===== src/rtl/instr_fetch_decode_pkg.sv =====
// Shared ISA definitions for the fetch/decode front end: opcodes, FSM states
// and the decoded-field record passed from the decoder to the output register.
package instr_fetch_decode_pkg;

  localparam logic [3:0] OP_HALT = 4'b0000;
  localparam logic [3:0] OP_LD   = 4'b0001;
  localparam logic [3:0] OP_ST   = 4'b0010;
  localparam logic [3:0] OP_PUSH = 4'b0100;
  localparam logic [3:0] OP_PULL = 4'b0101;
  localparam logic [3:0] OP_LDG  = 4'b1000;

  typedef enum logic [1:0] {
    IDLE,
    RUN,
    HALTED
  } state_t;

  typedef struct packed {
    logic [3:0] opcode;
    logic [3:0] rd;
    logic [3:0] ra;
    logic [7:0] imm;
    logic [3:0] pe;
    logic [1:0] sa_id;
  } dec_fields_t;

  // HALT is recognised here so that it never raises the illegal flag.
  function automatic logic opcode_recognised(input logic [3:0] op);
    return (op == OP_HALT) || (op == OP_LD) || (op == OP_ST) ||
           (op == OP_PUSH) || (op == OP_PULL) || (op == OP_LDG);
  endfunction

endpackage


===== src/rtl/instr_fetch_decode_if.sv =====
// Fetch-side bus: instruction memory read port plus the valid/ready decoded
// instruction channel towards the issue stage.
interface instr_fetch_decode_if #(
  parameter int PC_WIDTH   = 8,
  parameter int INST_WIDTH = 16
);

  logic [PC_WIDTH-1:0]   imem_addr;
  logic [INST_WIDTH-1:0] imem_instr;
  logic                  dec_valid;
  logic                  dec_ready;
  logic [3:0]            dec_opcode;
  logic [3:0]            dec_rd;
  logic [3:0]            dec_ra;
  logic [7:0]            dec_imm;
  logic [3:0]            dec_pe;
  logic [1:0]            dec_sa_id;
  logic [PC_WIDTH-1:0]   dec_pc;
  logic                  dec_illegal;

  modport master (
    output imem_addr,
    input  imem_instr,
    output dec_valid,
    input  dec_ready,
    output dec_opcode, dec_rd, dec_ra, dec_imm, dec_pe, dec_sa_id,
    output dec_pc, dec_illegal
  );

  modport slave (
    input  imem_addr,
    output imem_instr,
    input  dec_valid,
    output dec_ready,
    input  dec_opcode, dec_rd, dec_ra, dec_imm, dec_pe, dec_sa_id,
    input  dec_pc, dec_illegal
  );

endinterface


===== src/rtl/instr_field_decode.sv =====
// Combinational ISA field splitter: one 16-bit word in, per-opcode fields and
// an illegal-opcode flag out. Fields unused by an opcode are forced to zero.
module instr_field_decode
  import instr_fetch_decode_pkg::*;
(
  input  logic [15:0]  instr,
  output dec_fields_t  fields,
  output logic         illegal
);

  always_comb begin
    fields        = '0;
    fields.opcode = instr[15:12];
    fields.rd     = instr[11:8];
    case (instr[15:12])
      OP_LD, OP_ST: begin
        fields.ra  = instr[7:4];
        fields.imm = {4'b0000, instr[3:0]};
      end
      OP_LDG: begin
        fields.imm = instr[7:0];
      end
      OP_PUSH: begin
        fields.pe    = {1'b0, instr[7:5]};
        fields.sa_id = instr[4:3];
      end
      OP_PULL: begin
        fields.pe    = instr[7:4];
        fields.sa_id = instr[3:2];
      end
      default: begin
      end
    endcase
    illegal = !opcode_recognised(instr[15:12]);
  end

endmodule


===== src/rtl/instr_fetch_decode.sv =====
// Fetch/decode front end: PC, IDLE/RUN/HALTED FSM and the registered decode stage.
// Define FETCH_ILLEGAL_TRAP_EN to make illegal opcodes halt fetch like HALT.
module instr_fetch_decode
  import instr_fetch_decode_pkg::*;
#(
  parameter int PC_WIDTH   = 8,
  parameter int INST_WIDTH = 16
) (
  input  logic                  clk,
  input  logic                  rst,
  input  logic                  start,
  output logic                  halted,
  instr_fetch_decode_if.master  bus
);

`ifdef FETCH_ILLEGAL_TRAP_EN
  localparam bit TRAP_ILLEGAL = 1'b1;
`else
  localparam bit TRAP_ILLEGAL = 1'b0;
`endif

  state_t              state_q;
  logic [PC_WIDTH-1:0] pc_q;
  logic [PC_WIDTH-1:0] dec_pc_q;
  dec_fields_t         dec_q;
  logic                dec_valid_q;
  logic                dec_illegal_q;

  logic [INST_WIDTH-1:0] fetch_word;
  dec_fields_t           word_fields;
  logic                  word_illegal;
  logic                  stop_word;
  logic                  load;

  assign fetch_word = bus.imem_instr;

  instr_field_decode u_field_decode (
    .instr   (fetch_word[15:0]),
    .fields  (word_fields),
    .illegal (word_illegal)
  );

  assign stop_word = (word_fields.opcode == OP_HALT) || (TRAP_ILLEGAL && word_illegal);
  assign load      = !dec_valid_q || bus.dec_ready;

  // A stop word is consumed like any fetch (PC advances past it) but never presented;
  // the load condition guarantees no older instruction is still held at that point.
  always_ff @(posedge clk or posedge rst) begin
    if (rst) begin
      state_q       <= IDLE;
      pc_q          <= '0;
      dec_pc_q      <= '0;
      dec_q         <= '0;
      dec_valid_q   <= 1'b0;
      dec_illegal_q <= 1'b0;
      halted        <= 1'b0;
    end else begin
      case (state_q)
        IDLE: begin
          if (start) begin
            pc_q    <= '0;
            state_q <= RUN;
          end
        end
        RUN: begin
          if (load) begin
            pc_q          <= pc_q + PC_WIDTH'(2);
            dec_illegal_q <= word_illegal;
            if (stop_word) begin
              dec_valid_q <= 1'b0;
              halted      <= 1'b1;
              state_q     <= HALTED;
            end else begin
              dec_valid_q <= 1'b1;
              dec_q       <= word_fields;
              dec_pc_q    <= pc_q;
            end
          end
        end
        HALTED: begin
          if (start) begin
            halted        <= 1'b0;
            pc_q          <= '0;
            dec_valid_q   <= 1'b0;
            dec_illegal_q <= 1'b0;
            state_q       <= RUN;
          end else if (dec_valid_q && bus.dec_ready) begin
            dec_valid_q <= 1'b0;
          end
        end
        default: begin
          state_q <= IDLE;
        end
      endcase
    end
  end

  assign bus.imem_addr   = pc_q;
  assign bus.dec_valid   = dec_valid_q;
  assign bus.dec_opcode  = dec_q.opcode;
  assign bus.dec_rd      = dec_q.rd;
  assign bus.dec_ra      = dec_q.ra;
  assign bus.dec_imm     = dec_q.imm;
  assign bus.dec_pe      = dec_q.pe;
  assign bus.dec_sa_id   = dec_q.sa_id;
  assign bus.dec_pc      = dec_pc_q;
  assign bus.dec_illegal = dec_illegal_q;

endmodule


===== src/flat_wrapper.sv =====
// flat-port wrapper written by rule: the top's interface ports become plain ports
module instr_fetch_decode_flat import instr_fetch_decode_pkg::*;
#(
  parameter int PC_WIDTH   = 8,
  parameter int INST_WIDTH = 16
)
  (clk, rst, start, halted, bus_imem_addr, bus_imem_instr, bus_dec_valid, bus_dec_ready, bus_dec_opcode, bus_dec_rd, bus_dec_ra, bus_dec_imm, bus_dec_pe, bus_dec_sa_id, bus_dec_pc, bus_dec_illegal);
  instr_fetch_decode_if #(.PC_WIDTH(PC_WIDTH), .INST_WIDTH(INST_WIDTH)) bus_i ();
  input  logic clk;
  input  logic rst;
  input  logic start;
  output logic halted;
  output wire logic [$bits(bus_i.imem_addr)-1:0] bus_imem_addr;
  input wire logic [$bits(bus_i.imem_instr)-1:0] bus_imem_instr;
  output wire logic [$bits(bus_i.dec_valid)-1:0] bus_dec_valid;
  input wire logic [$bits(bus_i.dec_ready)-1:0] bus_dec_ready;
  output wire logic [$bits(bus_i.dec_opcode)-1:0] bus_dec_opcode;
  output wire logic [$bits(bus_i.dec_rd)-1:0] bus_dec_rd;
  output wire logic [$bits(bus_i.dec_ra)-1:0] bus_dec_ra;
  output wire logic [$bits(bus_i.dec_imm)-1:0] bus_dec_imm;
  output wire logic [$bits(bus_i.dec_pe)-1:0] bus_dec_pe;
  output wire logic [$bits(bus_i.dec_sa_id)-1:0] bus_dec_sa_id;
  output wire logic [$bits(bus_i.dec_pc)-1:0] bus_dec_pc;
  output wire logic [$bits(bus_i.dec_illegal)-1:0] bus_dec_illegal;
  assign bus_imem_addr = bus_i.imem_addr;
  assign bus_i.imem_instr = bus_imem_instr;
  assign bus_dec_valid = bus_i.dec_valid;
  assign bus_i.dec_ready = bus_dec_ready;
  assign bus_dec_opcode = bus_i.dec_opcode;
  assign bus_dec_rd = bus_i.dec_rd;
  assign bus_dec_ra = bus_i.dec_ra;
  assign bus_dec_imm = bus_i.dec_imm;
  assign bus_dec_pe = bus_i.dec_pe;
  assign bus_dec_sa_id = bus_i.dec_sa_id;
  assign bus_dec_pc = bus_i.dec_pc;
  assign bus_dec_illegal = bus_i.dec_illegal;
  instr_fetch_decode #(.PC_WIDTH(PC_WIDTH), .INST_WIDTH(INST_WIDTH)) u_core (.clk(clk), .rst(rst), .start(start), .halted(halted), .bus(bus_i));
endmodule

===== config.mk =====
export PLATFORM = sky130hd
export DESIGN_NAME = instr_fetch_decode_flat
export DESIGN_NICKNAME = d
export VERILOG_FILES = /design/src/rtl/instr_fetch_decode_pkg.sv /design/src/rtl/instr_fetch_decode_if.sv /design/src/rtl/instr_field_decode.sv /design/src/rtl/instr_fetch_decode.sv /design/src/flat_wrapper.sv
export SDC_FILE = /design/constraint.sdc
export NUM_CORES = 1
export LEC_CHECK = 0
export ABC_AREA = 1
export BUFFER_PORTS_ARGS = -buffer_cell sky130_fd_sc_hd__buf_2
export CORE_MARGIN = 2
export CORE_UTILIZATION = 31
export CTS_BUF_LIST = sky130_fd_sc_hd__clkbuf_8
export DETAILED_ROUTE_END_ITERATION = 10
export GPL_TIMING_DRIVEN = 0
export PLACE_DENSITY_LB_ADDON = 0.12
export SLEW_MARGIN = 0
export SYNTH_ARGS = -nofsm -noshare
export SYNTH_HDL_FRONTEND = slang
export SYNTH_SLANG_ARGS = --single-unit

===== constraint.sdc =====
create_clock -name clk -period 1.7 [get_ports clk]
set_input_delay 0.255 -clock clk [delete_from_list [all_inputs] [get_ports clk]]
set_output_delay 0.255 -clock clk [all_outputs]
set_load 0.1 [all_outputs]

Yosys cells after proc, flatten, opt, wreduce, memory -nomap -nowiden
Cells that the tools add are included.
Cells by class
  $add $sub $neg: 1
  equality and inequality tests: 12
  reduce and logical (&&, ||, !) cells: 21
  shift operators: 0
  bitwise gates (word level): 1
  multiply operators: 0
  div/mod/pow operators: 0
  multiplexer cells: 21
  $lt $le $gt $ge: 0
Operator list (number)
  one-hot mux 8 bit (2 select lines): 2
  two-way mux 8 bit: 2
  AND reduction 3 bit: 5
  one-hot mux 6 bit (2 select lines): 1
  adder 8 x 2 -> 8 bit, second input constant: 1
  equality test 4 x 3 -> 1 bit, second input constant: 2
  two-way mux 1 bit: 8
  logical OR 1 bit: 6
  two-way mux 2 bit: 3
  != test 2 x 1 -> 1 bit, second input constant: 3
  one-hot mux 1 bit (2 select lines): 3
  equality test 4 x 1 -> 1 bit, second input constant: 1
  equality test 4 x 2 -> 1 bit, second input constant: 1
  equality test 4 bit, second input constant: 1
  zero test 4 bit: 1
  two-way mux 4 bit: 1
  one-hot mux 2 bit (2 select lines): 1
  AND reduction 4 bit: 1
  nonzero test 2 bit: 2
  OR reduction 2 bit: 2
  != test 3 x 2 -> 1 bit, second input constant: 1
  equality test 2 x 1 -> 1 bit, second input constant: 1
  equality test 2 bit, second input constant: 1
  zero test 1 bit: 2
  4 further kinds: 4
Storage, ports and cells
  bits in registers: 47
  bits in latches: 0
  bits in writable memories: 0
  memory bits (read-only): 0
  output and inout port bits: 45
  logic and storage cells: 68
  memories kept: 0

Depth between registers and ports, before layout
  word-level depth: 9
  mapped depth: 9
  depth with buffers taken out: 8

By module
A second synthesis with hierarchy kept.
Second synthesis, totals
  cells, all modules: 287
  area, all modules: 2336.0 µm²
By module, submodules not included
  instr_fetch_decode: sequential area each 1126.1 µm², cells an instance 221, instances 1, area an instance 2004.4 µm²
  instr_field_decode: sequential area each 0.0 µm², cells an instance 66, instances 1, area an instance 331.6 µm²

Least setup slack after synthesis
No wires, ideal clock.
  kind: register to register
  from: register u_core.dec_valid_q, in the netlist u_core.bus.dec_valid
  to: register u_core.pc_q[4], in the netlist u_core.bus.imem_addr[4]
  setup slack: -0.200 ns
  stages on the path, launching flop included: 7
  clock period less this slack: 1.900 ns
  data required time: 1.580 ns
  buffers on the path: 1
  data arrival time: 1.780 ns
  path through: dfrtp_1 nand3_1 nand3_1 buf_4 nor2_1 nor2_1 nor2_1
Between the ends
  word-level cells in the longest chain between the ends: 4
Ends and longest elaborated chain
  start: declaration: RTL line instr_fetch_decode.sv:26  | logic dec_valid_q;
  start signal: assignment: RTL line instr_fetch_decode.sv:54  | dec_valid_q <= 1'b0;
  start signal: assignment: RTL line instr_fetch_decode.sv:70  | dec_valid_q <= 1'b0;
  start signal: assignment: RTL line instr_fetch_decode.sv:74  | dec_valid_q <= 1'b1;
  zero test 1 bit: RTL line instr_fetch_decode.sv:44  | assign load = !dec_valid_q || bus.dec_ready;
  logical OR 1 bit: RTL line instr_fetch_decode.sv:44
  != test 2 x 1 -> 1 bit (no line)
  AND reduction 3 bit (no line)
  end signal: assignment: RTL line instr_fetch_decode.sv:67  | pc_q <= pc_q + PC_WIDTH'(2);
  end: declaration: RTL line instr_fetch_decode.sv:23  | logic [PC_WIDTH-1:0] pc_q;
Every way passes these cells.
A chain may end at the register's enable or synchronous reset.

Final worst setup path
  from: register u_core.state_q[1]
  to: register u_core.pc_q[4], in the netlist u_core.bus.imem_addr[4]
Between the ends
  word-level cells in the longest chain between the ends: 4
  elaborated cells on any way between the ends: 9
  classes of those cells: eq/ne: 4; mux: 1; reduce/logical: 4
Ends and longest elaborated chain
  start: declaration: RTL line instr_fetch_decode.sv:22  | state_t state_q;
  start signal: assignment: RTL line instr_fetch_decode.sv:50  | state_q <= IDLE;
  start signal: assignment: RTL line instr_fetch_decode.sv:62  | state_q <= RUN;
  start signal: assignment: RTL line instr_fetch_decode.sv:72  | state_q <= HALTED;
  equality test 2 bit / zero test 2 bit (equally long branches): RTL line instr_fetch_decode.sv:58  | case (state_q)
  OR reduction 2 bit (no line)
  != test 2 x 1 -> 1 bit (no line) / nonzero test 2 bit (equally long branches)
  AND reduction 3 bit (no line)
Several ways; a longest one is shown, not always the timed one.

==> flow_metrics.env <==
export IMPL_status="finished clean"
export IMPL_antenna_found_initial=0
export IMPL_rsz0062_at_grt="no"
export IMPL_rrSetupSlack_ps=120
export IMPL_synth_seq_area_share_pct=51.6
export IMPL_die_height_um=87.9
export IMPL_final_cell_count_no_fill=437
export IMPL_min_from="bus_imem_instr[8]"
export IMPL_cp_end_kind="flip-flop"
export IMPL_avgSynthCellArea_sq_um=8.14
export IMPL_min_path_type="in2reg"
export IMPL_critPathMaxFanout=10
export IMPL_synth_area_leaders="dfrtp_1, nand2_1, o21ai_0"
export IMPL_route_vias_total=1934
export IMPL_die_area_sq_um=7720
export IMPL_fmax_mhz=635
export IMPL_fin_crit_sh_pct=92.7
export IMPL_synthTopCellsByCount="nand2_1, dfrtp_1, o21ai_0"
export IMPL_ys_types=22
export IMPL_synth_edf_count=0
export IMPL_grt_max_degree=31
export IMPL_multi_input_area_sq_um=896
export IMPL_synth_flop_cell="dfrtp_1"
export IMPL_worst_pin_slew_ps=560
export IMPL_clk_pin_slew_worst_paths_ps=90
export IMPL_min_delay_path_depth=3
export IMPL_placed_cells=428
export IMPL_fp_dieW_um=87.9
export IMPL_ant_nets=0
export IMPL_path_class="reg2reg"
export IMPL_post_place_ws_ps=89.6
export IMPL_drt_total_wl_mm=5.25
export IMPL_drv_cap=0
export IMPL_cp_num_buf_inv=2
export IMPL_setup_violations=0
export IMPL_synthCells=268
export IMPL_core_area_sq_um=6790
export IMPL_r2r_end="u_core.bus.imem_addr[4]"
export IMPL_synth_top_area_share_pct=51.6
export IMPL_crit_path_cell_trace="inv_1, ha_1, nand3_1, nand3_1, buf_4, nor2_1, nor2_1, nor2_1"
export IMPL_finalMaxSlewViolations=0
export IMPL_grtUsageTotal_pct=14.4
export IMPL_avgViaCountPerCell=4.43
export IMPL_cp_start_kind="flip-flop"
export IMPL_htreeDepth=2
export IMPL_grt_pass1_wl_mm=8.55
export IMPL_rows=30
export IMPL_relSlewSlack_pct=62.3
export IMPL_hold_viol_final=0
export IMPL_io_buffers=62
export IMPL_place_congestion=0.766
export IMPL_cpLargestDelayFamily="simple AND/OR/NAND/NOR gates"
export IMPL_ff_latch_area_sq_um=1130
export IMPL_wire_per_inst_um=12.0
export IMPL_holdPathEnd="u_core.bus.dec_rd[0]"
export IMPL_synth_area_sq_um=2180
export IMPL_ys_ff_latch=45
export IMPL_skew_ps=6.56
export IMPL_drc=0
export IMPL_cts_path_max_buffers=2
export IMPL_dp_hpwl_mm=3.97
export IMPL_start_util_pct=32.1
export IMPL_clock_root_buffer="clkbuf_8"
export IMPL_cpPeakStageDelay_ps=410
export IMPL_yosysTopAreaCell="dfrtp_1"
export IMPL_synthToLayoutAreaGrowth_pct=27.1
export IMPL_cts_sinks=45
export IMPL_drive_gt1_share_pct=26.7
export IMPL_cp_arrival_ps=1770
export IMPL_worst_path_max_delay_cell="dfrtp_1"
export IMPL_ff2ff_path_depth=8
export IMPL_worst_slack_ps=124
export IMPL_diodes=0
export IMPL_required_ps=1890
export IMPL_yosysWarnings=0
export IMPL_crit_top_cell="nor2_1"
export IMPL_cts_tree="yes"
export IMPL_first_global_vias=1751
export IMPL_async_flop_share_pct=100
export IMPL_tns_ps=0
export IMPL_overflow=0
export IMPL_drtPass1Iterations=4
export IMPL_fin_crit_ps=1580
export IMPL_ios=65
export IMPL_cts_buffers=5
export IMPL_nFillCells=725
export IMPL_worst_skew_pair_late_latency_ps=300
export IMPL_nets=366
export IMPL_drt_iter0_drc=96
export IMPL_yosysMostFrequentCell="nand2_1"
export IMPL_rr_startpoint="u_core.state_q[1]"
[registers in the layout (all words and copies together) (netlist names)]
| name | flops |
|---|---|
| u_core.halted | 1 |
| u_core.bus.dec_rd | 4 |
| u_core.bus.dec_sa_id | 2 |
| u_core.bus.dec_pc | 7 |
| u_core.bus.dec_imm | 8 |
| u_core.bus.dec_ra | 4 |
| u_core.bus.dec_illegal | 1 |
| u_core.bus.dec_valid | 1 |
| u_core.state_q | 2 |
| u_core.bus.dec_pe | 4 |
| u_core.bus.imem_addr | 7 |
| u_core.bus.dec_opcode | 4 |
[worst max path at each step]
stage,slack [ps],endpoint,from,depth (start not counted)
after floorplan,10,u_core.bus.imem_addr[4],u_core.bus.imem_addr[3],5
after global placement,-480,u_core.bus.dec_valid,rst,2
after detailed placement,90,u_core.bus.imem_addr[5],u_core.state_q[0],5
after CTS,60,u_core.bus.imem_addr[5],u_core.state_q[0],5
after global routing,4,u_core.bus.imem_addr[4],u_core.state_q[0],8
final,120,u_core.bus.imem_addr[4],u_core.state_q[1],8
[final cells by class]
cell class,count,area share (%)
well taps,96,4.33
clock inverters,2,1.35
repair buffers,64,12.3
inverters,24,3.25
multi-input cells,191,32.3
clock buffers,6,2.98
plain buffers,9,2.71
flip-flops and latches,45,40.8
[cells by family (layout without fill, tap and decap cells)]
| group | Yosys count | in the layout | share of synthesized area, % |
|---|---|---|---|
| other cells | 1 | 2 | 0.172 |
| simple gates | 142 | 142 | 26.6 |
| xor+xnor | 1 | 1 | 0.402 |
| buf+inv | 33 | 105 | 7.57 |
| compound gates | 40 | 40 | 10.2 |
| flops | 45 | 45 | 51.6 |
| fa+ha+maj | 6 | 6 | 3.44 |
[metrics by stage]
step	hold WS [ps]	utilization (%)	area, sq um
global route	139	40.8	2770
detailed placement	261	38.8	2640
floorplan	365	-	2190
CTS	133	40.8	2770
finish	142	40.8	2770
global placement	450	38.5	2620
[per-layer routing]
| layer | share of wire [%] | GRT usage [%] |
|---|---|---|
| met2 | 46 | 23.0 |
| met5 | 0 | 0 |
| met4 | 1.2 | 4.62 |
| met3 | 6.7 | 3.49 |
| met1 | 46 | 19.3 |
[worst reg2reg max path, cell delays in order, from the launching register on]
cell and delay (ps):
dfrtp_1 410, inv_1 130, ha_1 250, nand3_1 190
nand3_1 160, buf_4 170, nor2_1 50, nor2_1 80
nor2_1 40
[cell usage in the layout, fill, tap and decap left out]
cell / n
o21bai_1: 3
buf_6: 2
nand2_2: 1
ha_1: 6
clkbuf_8: 6
inv_1: 22
o211ai_1: 1
a21oi_1: 3
buf_12: 1
a21oi_4: 1
dfrtp_2: 3
clkinvlp_4: 1
xor2_1: 1
dfrtp_1: 42
nand2_4: 2
nand3_1: 22
nor2_2: 2
buf_4: 3
conb_1: 2
inv_2: 2
nand2_1: 103
dlygate4sd3_1: 1
clkbuf_2: 1
buf_2: 64
nor2_1: 12
bufinv_16: 1
o21ai_0: 32
buf_8: 1
[what timing repair did]
| item | 4_1_cts | 5_1_grt |
|---|---|---|
| resized for setup | 0 | 1 |
| setup buffers | 0 | 0 |
| endpoints found under the hold margin | 15 | 0 |
| setup endpoints to repair | 0 | 5 |
| hold buffers | 1 | 0 |
Power is not shown: default switching activity piles up to over one toggle a cycle in this logic, so the estimate is an artifact.
